<file path="src/rtl/ex_flags_stage.sv">
// EX-stage back end: EX/MEM pipeline register, NZCV flag register, B.cond
// evaluation and the squash FSM that drops wrong-path instructions after a taken branch.
module ex_flags_stage #(
  parameter int WIDTH         = 64,
  parameter int SQUASH_CYCLES = 2
) (
  input  logic             clk,
  input  logic             reset,
  input  logic             stall,
  input  logic             flush,
  input  logic             in_valid,
  input  logic [WIDTH-1:0] alu_result,
  input  logic             alu_negative,
  input  logic             alu_zero,
  input  logic             alu_overflow,
  input  logic             alu_carry_out,
  input  logic             set_flags,
  input  logic             is_bcond,
  input  logic [3:0]       cond,
  input  logic [4:0]       rd,
  input  logic             reg_write,
  output logic             out_valid,
  output logic [WIDTH-1:0] out_result,
  output logic [4:0]       out_rd,
  output logic             out_reg_write,
  output logic [3:0]       flags,
  output logic             branch_taken,
  output logic             squashing
);

  typedef enum logic {
    IDLE,
    SQUASH
  } state_t;

  localparam logic [2:0] SQUASH_INIT = 3'(SQUASH_CYCLES);

  state_t     state, state_next;
  logic [2:0] cnt, cnt_next;
  logic       flag_n, flag_z, flag_c, flag_v;
  logic       cond_base, cond_true;
  logic       live, accept, taken;

  assign {flag_n, flag_z, flag_c, flag_v} = flags;

  assign live   = in_valid & ~stall & ~flush;
  assign accept = live & (state == IDLE);

  // Odd condition codes invert their even partner, except the always-taken pair E/F.
  always_comb begin
    // NOTE: every always_comb output gets a default first so no latch is inferred.
    cond_base = 1'b1;
    case (cond[3:1])
      3'd0:    cond_base = flag_z;
      3'd1:    cond_base = flag_c;
      3'd2:    cond_base = flag_n;
      3'd3:    cond_base = flag_v;
      3'd4:    cond_base = flag_c & ~flag_z;
      3'd5:    cond_base = (flag_n == flag_v);
      3'd6:    cond_base = ~flag_z & (flag_n == flag_v);
      default: cond_base = 1'b1;
    endcase
    cond_true = (cond[0] && cond[3:1] != 3'd7) ? ~cond_base : cond_base;
  end

  // The branch reads the pre-update flags even if it illegally also sets them.
  assign taken = accept & is_bcond & cond_true;

  always_comb begin
    state_next = state;
    cnt_next   = cnt;
    if (!stall) begin
      if (flush) begin
        state_next = IDLE;
        cnt_next   = '0;
      end else begin
        case (state)
          IDLE: begin
            if (taken) begin
              state_next = SQUASH;
              cnt_next   = SQUASH_INIT;
            end
          end
          SQUASH: begin
            if (in_valid) begin
              cnt_next = cnt - 3'd1;
              if (cnt <= 3'd1) state_next = IDLE;
            end
          end
          default: state_next = IDLE;
        endcase
      end
    end
  end

  // NOTE: sequential state uses non-blocking assignments so every register
  // samples the pre-edge values regardless of statement order.
  always_ff @(posedge clk or posedge reset) begin
    if (reset) begin
      state <= IDLE;
      cnt   <= '0;
    end else begin
      state <= state_next;
      cnt   <= cnt_next;
    end
  end

  assign squashing = (state == SQUASH);

  always_ff @(posedge clk or posedge reset) begin
    if (reset) begin
      out_valid     <= 1'b0;
      out_result    <= '0;
      out_rd        <= '0;
      out_reg_write <= 1'b0;
      branch_taken  <= 1'b0;
      flags         <= 4'b0000;
    end else if (!stall) begin
      out_valid     <= accept;
      out_reg_write <= accept & reg_write;
      branch_taken  <= taken;
      // Bubbles leave result/rd untouched to avoid needless toggling.
      if (accept) begin
        out_result <= alu_result;
        out_rd     <= rd;
        if (set_flags) flags <= {alu_negative, alu_zero, alu_carry_out, alu_overflow};
      end
    end
  end

endmodule
</file>
<file path="config.mk">
export PLATFORM = sky130hd
export DESIGN_NAME = ex_flags_stage
export DESIGN_NICKNAME = d
export VERILOG_FILES = /design/src/rtl/ex_flags_stage.sv
export SDC_FILE = /design/constraint.sdc
export NUM_CORES = 1
export LEC_CHECK = 0
export BUFFER_PORTS_ARGS = -buffer_cell sky130_fd_sc_hd__buf_2
export CAP_MARGIN = 20
export CELL_PAD_IN_SITES_DETAIL_PLACEMENT = 2
export CELL_PAD_IN_SITES_GLOBAL_PLACEMENT = 2
export CORE_UTILIZATION = 29
export DETAILED_ROUTE_END_ITERATION = 7
export MAX_ROUTING_LAYER = met4
export PLACE_DENSITY_LB_ADDON = 0.1
export SYNTH_ARGS = -nofsm -noshare
export SYNTH_HDL_FRONTEND = slang
export SYNTH_SLANG_ARGS = --single-unit
export TNS_END_PERCENT = 1
</file>
<file path="constraint.sdc">
create_clock -name clk -period 2.4 [get_ports clk]
set_clock_uncertainty 0.1 [all_clocks]
set_input_delay 0.12 -clock clk [delete_from_list [all_inputs] [get_ports clk]]
set_output_delay 0.12 -clock clk [all_outputs]
set_load 0.01 [all_outputs]
</file>
== Yosys cells after proc, flatten, opt, wreduce, memory -nomap -nowiden ==
Cells that the tools add are included.
Storage, ports and cells
  bits in writable memories: 0
  latch bits: 0
  output and inout bits: 77
  register bits after elaboration: 80
  word-level logic and storage cells: 49
  memories: 0
  ROM bits: 0
Operators by class
  equal/unequal tests: 10
  add/subtract/negate cells: 1
  multiply operators: 0
  muxes and demuxes: 11
  magnitude comparators: 1
  reductions and logical operators: 5
  bitwise gates (word level): 13
  shift operators: 0
  div/mod/pow operators: 0
Operator list (count)
  $eq 3x3->1 const B: 3
  $mux 3: 3
  $ne 3x3->1 const B: 3
  $and 1x1->1: 8
  $pmux 1 s7: 1
  $eq 3x2->1 const B: 2
  $pmux 3 s2: 1
  $reduce_and 3->1: 2
  $mux 1: 5
  $not 1->1: 5
  $eq 3x1->1 const B: 1
  $le 3x1->1 const B: 1
  $logic_not 3->1: 1
  $sub 3x1->3 const B: 1
  $pmux 1 s2: 1
  $reduce_and 2->1: 1
  $eq 1x1->1: 1
  $logic_and 1x1->1: 1

== Depth between registers and ports, before layout ==
  word-level depth: 9
  gate-level depth with buffers: 7

== Worst setup path before layout ==
OpenSTA, ideal clock, no wires.
  path kind: reg-to-reg
  start point: register state (netlist: squashing)
  end point: register cnt[0]
  data arrival time: 1692 ps
  buffers on the path: 1
  setup time: 125 ps
  stages on the path, launching flop included: 7
  setup slack: 483 ps
  period minus slack after synthesis: 1917 ps
  required time: 2175 ps
  path through: dfrtp_1 > nor4b_4 > buf_6 > nand2_2 > a2111oi_4 > a21oi_2 > mux2_2
Between the ends
  cells in the longest elaborated chain, start to end: 6
Ends and longest elaborated chain
  start, declared: RTL line 38  | state_t state, state_next;
  start signal, assigned: RTL line 103  | state <= state_next;
  $not 1->1
  $and 1x1->1: RTL line 47  | assign accept = live & (state == IDLE);
  $and 1x1->1 (2 in series): RTL line 67  | assign taken = accept & is_bcond & cond_true;
  $ne 3x3->1 (no source line)
  $reduce_and 3->1 (no source line)
  end signal, assigned: RTL line 104  | cnt <= cnt_next;
  end, declared: RTL line 39  | logic [2:0] cnt, cnt_next;
Parallel ways exist; a longest one is shown, timed or not.
A chain may end at the register's enable or synchronous reset.

== Worst setup path after layout ==
  start point: input port flush
  end point: register flags[0]
Between the ends
  cells in the longest elaborated chain, start to end: 4
Ends and longest elaborated chain
  start, declared: RTL line 10  | input logic flush,
  $not 1->1: RTL line 46  | assign live = in_valid & ~stall & ~flush;
  $and 1x1->1: RTL line 46
  $and 1x1->1: RTL line 47
  $reduce_and 3->1 (no source line)
  end signal, assigned: RTL line 126  | if (set_flags) flags <= {alu_negative, alu_zero, alu_carry_out, alu_overflow};
  end, declared: RTL line 26  | output logic [3:0] flags,
Every way passes these cells.

==> flow_summary.json <==
{
  "ctsRootBufferMaster": "clkbuf_8",
  "synthTopCellsByArea": "dfrtp_1 62%, mux2_2 26%, buf_2 1.2%",
  "synth-edff-count": 0,
  "grt_antenna_before_repair": 0,
  "cts_sinks": 80,
  "synth.ff_latch_count": 80,
  "detailroute.via_count": 2699,
  "ys.warnings.count": 0,
  "seqPwrFrac_pct": 46.5,
  "rsz0062_at_grt": "no",
  "netlist_top_cells_count": "80 x dfrtp_1, 75 x mux2_2, 8 x buf_2, 8 x nand2_1, 6 x nor2_1",
  "finalSetupViolCount": 0,
  "use_met2_pct": 36.1,
  "fin_setup_tns_ns": 0,
  "detailed_router_s_first_iteration_violation_count": 76,
  "cts.htree.levels": 3,
  "std_cell_rows": 38,
  "global_route.overflow_total": 0,
  "die_h_um": 108,
  "synthXorXnorAreaFrac_pct": 0.540,
  "cts_tree": "yes",
  "r2r_start": "squashing",
  "met1_usage_pct": 20.2,
  "hold_path.class": "primary input to register",
  "worstSetupStartpoint": "flush",
  "antenna_cells_inserted": 0,
  "routabilityCongestion": 0.681,
  "post_synth_inst_count": 213,
  "synth_top_area_cell": "dfrtp_1",
  "path_class": "primary input to register",
  "power_leakage_uw": 0.00245,
  "timing.critical_path.fanout_max": 72,
  "drt-vias-per-instance": 4.51,
  "wl_per_cell_um": 17.3,
  "power_report.internal_total_uw": 2810,
  "synth.mux.area_fraction_pct": 27.0,
  "io_buffers": 161,
  "grt_util_all_layers_pct": 19.6,
  "worst_pin_slew_ns": 0.674,
  "post_cts_resized": 0,
  "synthDominantCellAreaShare_pct": 61.7,
  "synth.net_count": 300,
  "maxCapViolations": 0,
  "holdCritStartpoint": "set_flags",
  "grt_max_degree": 73,
  "antenna_violating_nets_post_route": 0,
  "final_layout_size_suffix_gt1_share_pct": 56.9,
  "slew_hr_pct": 55.1,
  "synthSimpleGateAreaFrac_pct": 4.55,
  "finalCritPeriodShare_pct": 83.5,
  "start_util_pct": 29.8,
  "timing.critical_path.required_ns": 2.54,
  "use_met3_pct": 4.30,
  "main_combinational_cell_family_by_area_after_synthesis": "multiplexers",
  "async_set_or_reset_register_ratio_after_synthesis_pct": 100,
  "layout-area-overhead-vs-synth_pct": 58.9,
  "share_of_total_power_in_the_clock_network_pct": 21.8,
  "num-nets-final": 541,
  "critical_path.endpoint_type": "register",
  "clk_latency_ns": 0.35,
  "total_length_of_routed_wires_mm": 10.3,
  "synth_sequential_area_ratio_pct": 61.7,
  "report.final.hold_viol_count": 0,
  "outcome": "complete, no violations",
  "peakVddDrop_uv": 298,
  "io_pins": 162,
  "cp_data_arrival_time_ns": 2.14,
  "synth_compound_area_share_pct": 3.40,
  "synth.lib_cells_used.distinct": 31,
  "cts.reportedPaths.clkPinSlew_ns": 0.09,
  "p_switching_uw": 1330,
  "period_minus_slack_ns": 2.00,
  "grt_pass1_vias": 3197,
  "hpwlAfterDp_mm": 6.57,
  "pwr_density_cell_nw_per_um2": 802,
  "comb_power_share_pct": 31.7,
  "postSynthAreaPerCell_um2": 15.2,
  "cts_buffer_depth": 2,
  "startpoint_type": "primary input",
  "placed_cells_incl_taps": 506,
  "die-area_um2": 11600,
  "drc": 0,
  "core-area_um2": 10900,
  "synthAdderAreaFrac_pct": 0.772,
  "number_of_buffers_created_by_cts": 9,
  "synthesis.area_um2": 3240,
  "die_width_um": 108,
  "busiest_layer": "met2",
  "switching_share_pct": 32.1,
  "grt_pass1_wl_mm": 16.5,
  "fillCellCount": 1141,
  "yosys_most_used_dff": "dfrtp_1",
  "drt-pass1-iter-count": 3,
  "timing.fmax_mhz": 499,
  "timing.final.max_slew_violations": 0,
  "stdcell_count": 599,
  "synthMostInstantiatedCell": "dfrtp_1"
}
[registers in the layout, summed over array words and instances, names as in the netlist]
name and flops:
branch_taken 1, cnt 3, flags 4, out_rd 5, out_reg_write 1, out_result 64, out_valid 1, squashing 1
[cell usage in the layout, fill, tap and decap left out, types with 2 or more instances in the layout]
cell	synthesis	final
buf_2	8	161
dfrtp_1	80	80
dlygate4sd3_1	0	77
mux2_2	75	75
clkbuf_8	0	10
nand2_1	8	8
nor2_1	6	6
clkinv_2	0	5
mux2i_1	3	3
o21ai_0	3	3
a21oi_1	2	2
xor2_1	2	2
nor4_1	2	2
inv_1	3	2
ha_1	2	2
clkinvlp_4	0	2
buf_12	0	2
[cell type report]
| class | count | area (um^2) | area share [%] |
|---|---|---|---|
| clock inverter | 6 | 35.0 | 0.680 |
| inverter | 3 | 12.5 | 0.243 |
| clock buffer | 10 | 138 | 2.67 |
| tap | 140 | 175 | 3.40 |
| sequential | 80 | 2000 | 38.8 |
| multi-input combinational | 120 | 1170 | 22.8 |
| timing repair buffer | 240 | 1620 | 31.4 |
[worst max-delay path, cell delays in order]
cell,delay [ns]
dlygate4sd3_1,0.54
buf_2,0.16
nor4b_4,0.37
buf_12,0.36
nand2_1,0.20
mux2_2,0.31
[per-layer routing]
layer,vias to the layer above,wire length [um],share of wire (%)
met3,14,506,4.9
met4,0,183,1.8
li1,1234,-,-
met2,84,5840,57
met5,-,0,0
met1,1367,3800,37
[logic make-up (layout without fill, tap and decap cells)]
| logic type | after synthesis | in the layout |
|---|---|---|
| xor+xnor | 2 | 2 |
| mux | 78 | 78 |
| fa+ha+maj | 2 | 2 |
| simple gates | 25 | 25 |
| buf+inv | 13 | 259 |
| compound gates | 13 | 13 |
| flops | 80 | 80 |
[final timing paths]
check | depth (start not counted) | slack, ns | to
min in group asynchronous | 3 | 0.31 | out_result[47]
max in group asynchronous | 4 | 1.20 | out_result[61]
min reg2reg | 1 | 0.39 | out_valid
max reg2reg | 4 | 0.40 | flags[0]
min | 3 | 0.09 | flags[2]
max | 6 | 0.40 | flags[0]
[per-stage QoR]
stage          setup WS (ns)  hold WS (ns)  cell area, um^2  utilization [%]  total power [uW]
3_3_place_gp           0.446         0.138             4210             38.7              3110
6_report               0.395        0.0882             5150             47.3              4140
5_1_grt                0.299        0.0869             5150             47.3              4390
3_5_place_dp           0.385         0.143             4210             38.7              3170
4_1_cts                0.391        0.0681             5150             47.3              4190
2_1_floorplan          0.128         0.130             3240                -              2570
[what timing repair did]
action                                 4_1_cts  5_1_grt
hold buffers                                77        0
endpoints found under the hold margin      111        0
setup buffers                                0        0
[power by group through the flow]
| stage | clock, uW | combinational [uW] | sequential (uW) |
|---|---|---|---|
| floorplan | 0 | 466 | 2100 |
| global placement | 0 | 1190 | 1920 |
| detailed placement | 0 | 1220 | 1950 |
| CTS | 947 | 1320 | 1930 |
| global route | 993 | 1420 | 1980 |
| finish | 901 | 1310 | 1920 |
Power figures use the tool's default switching activity.
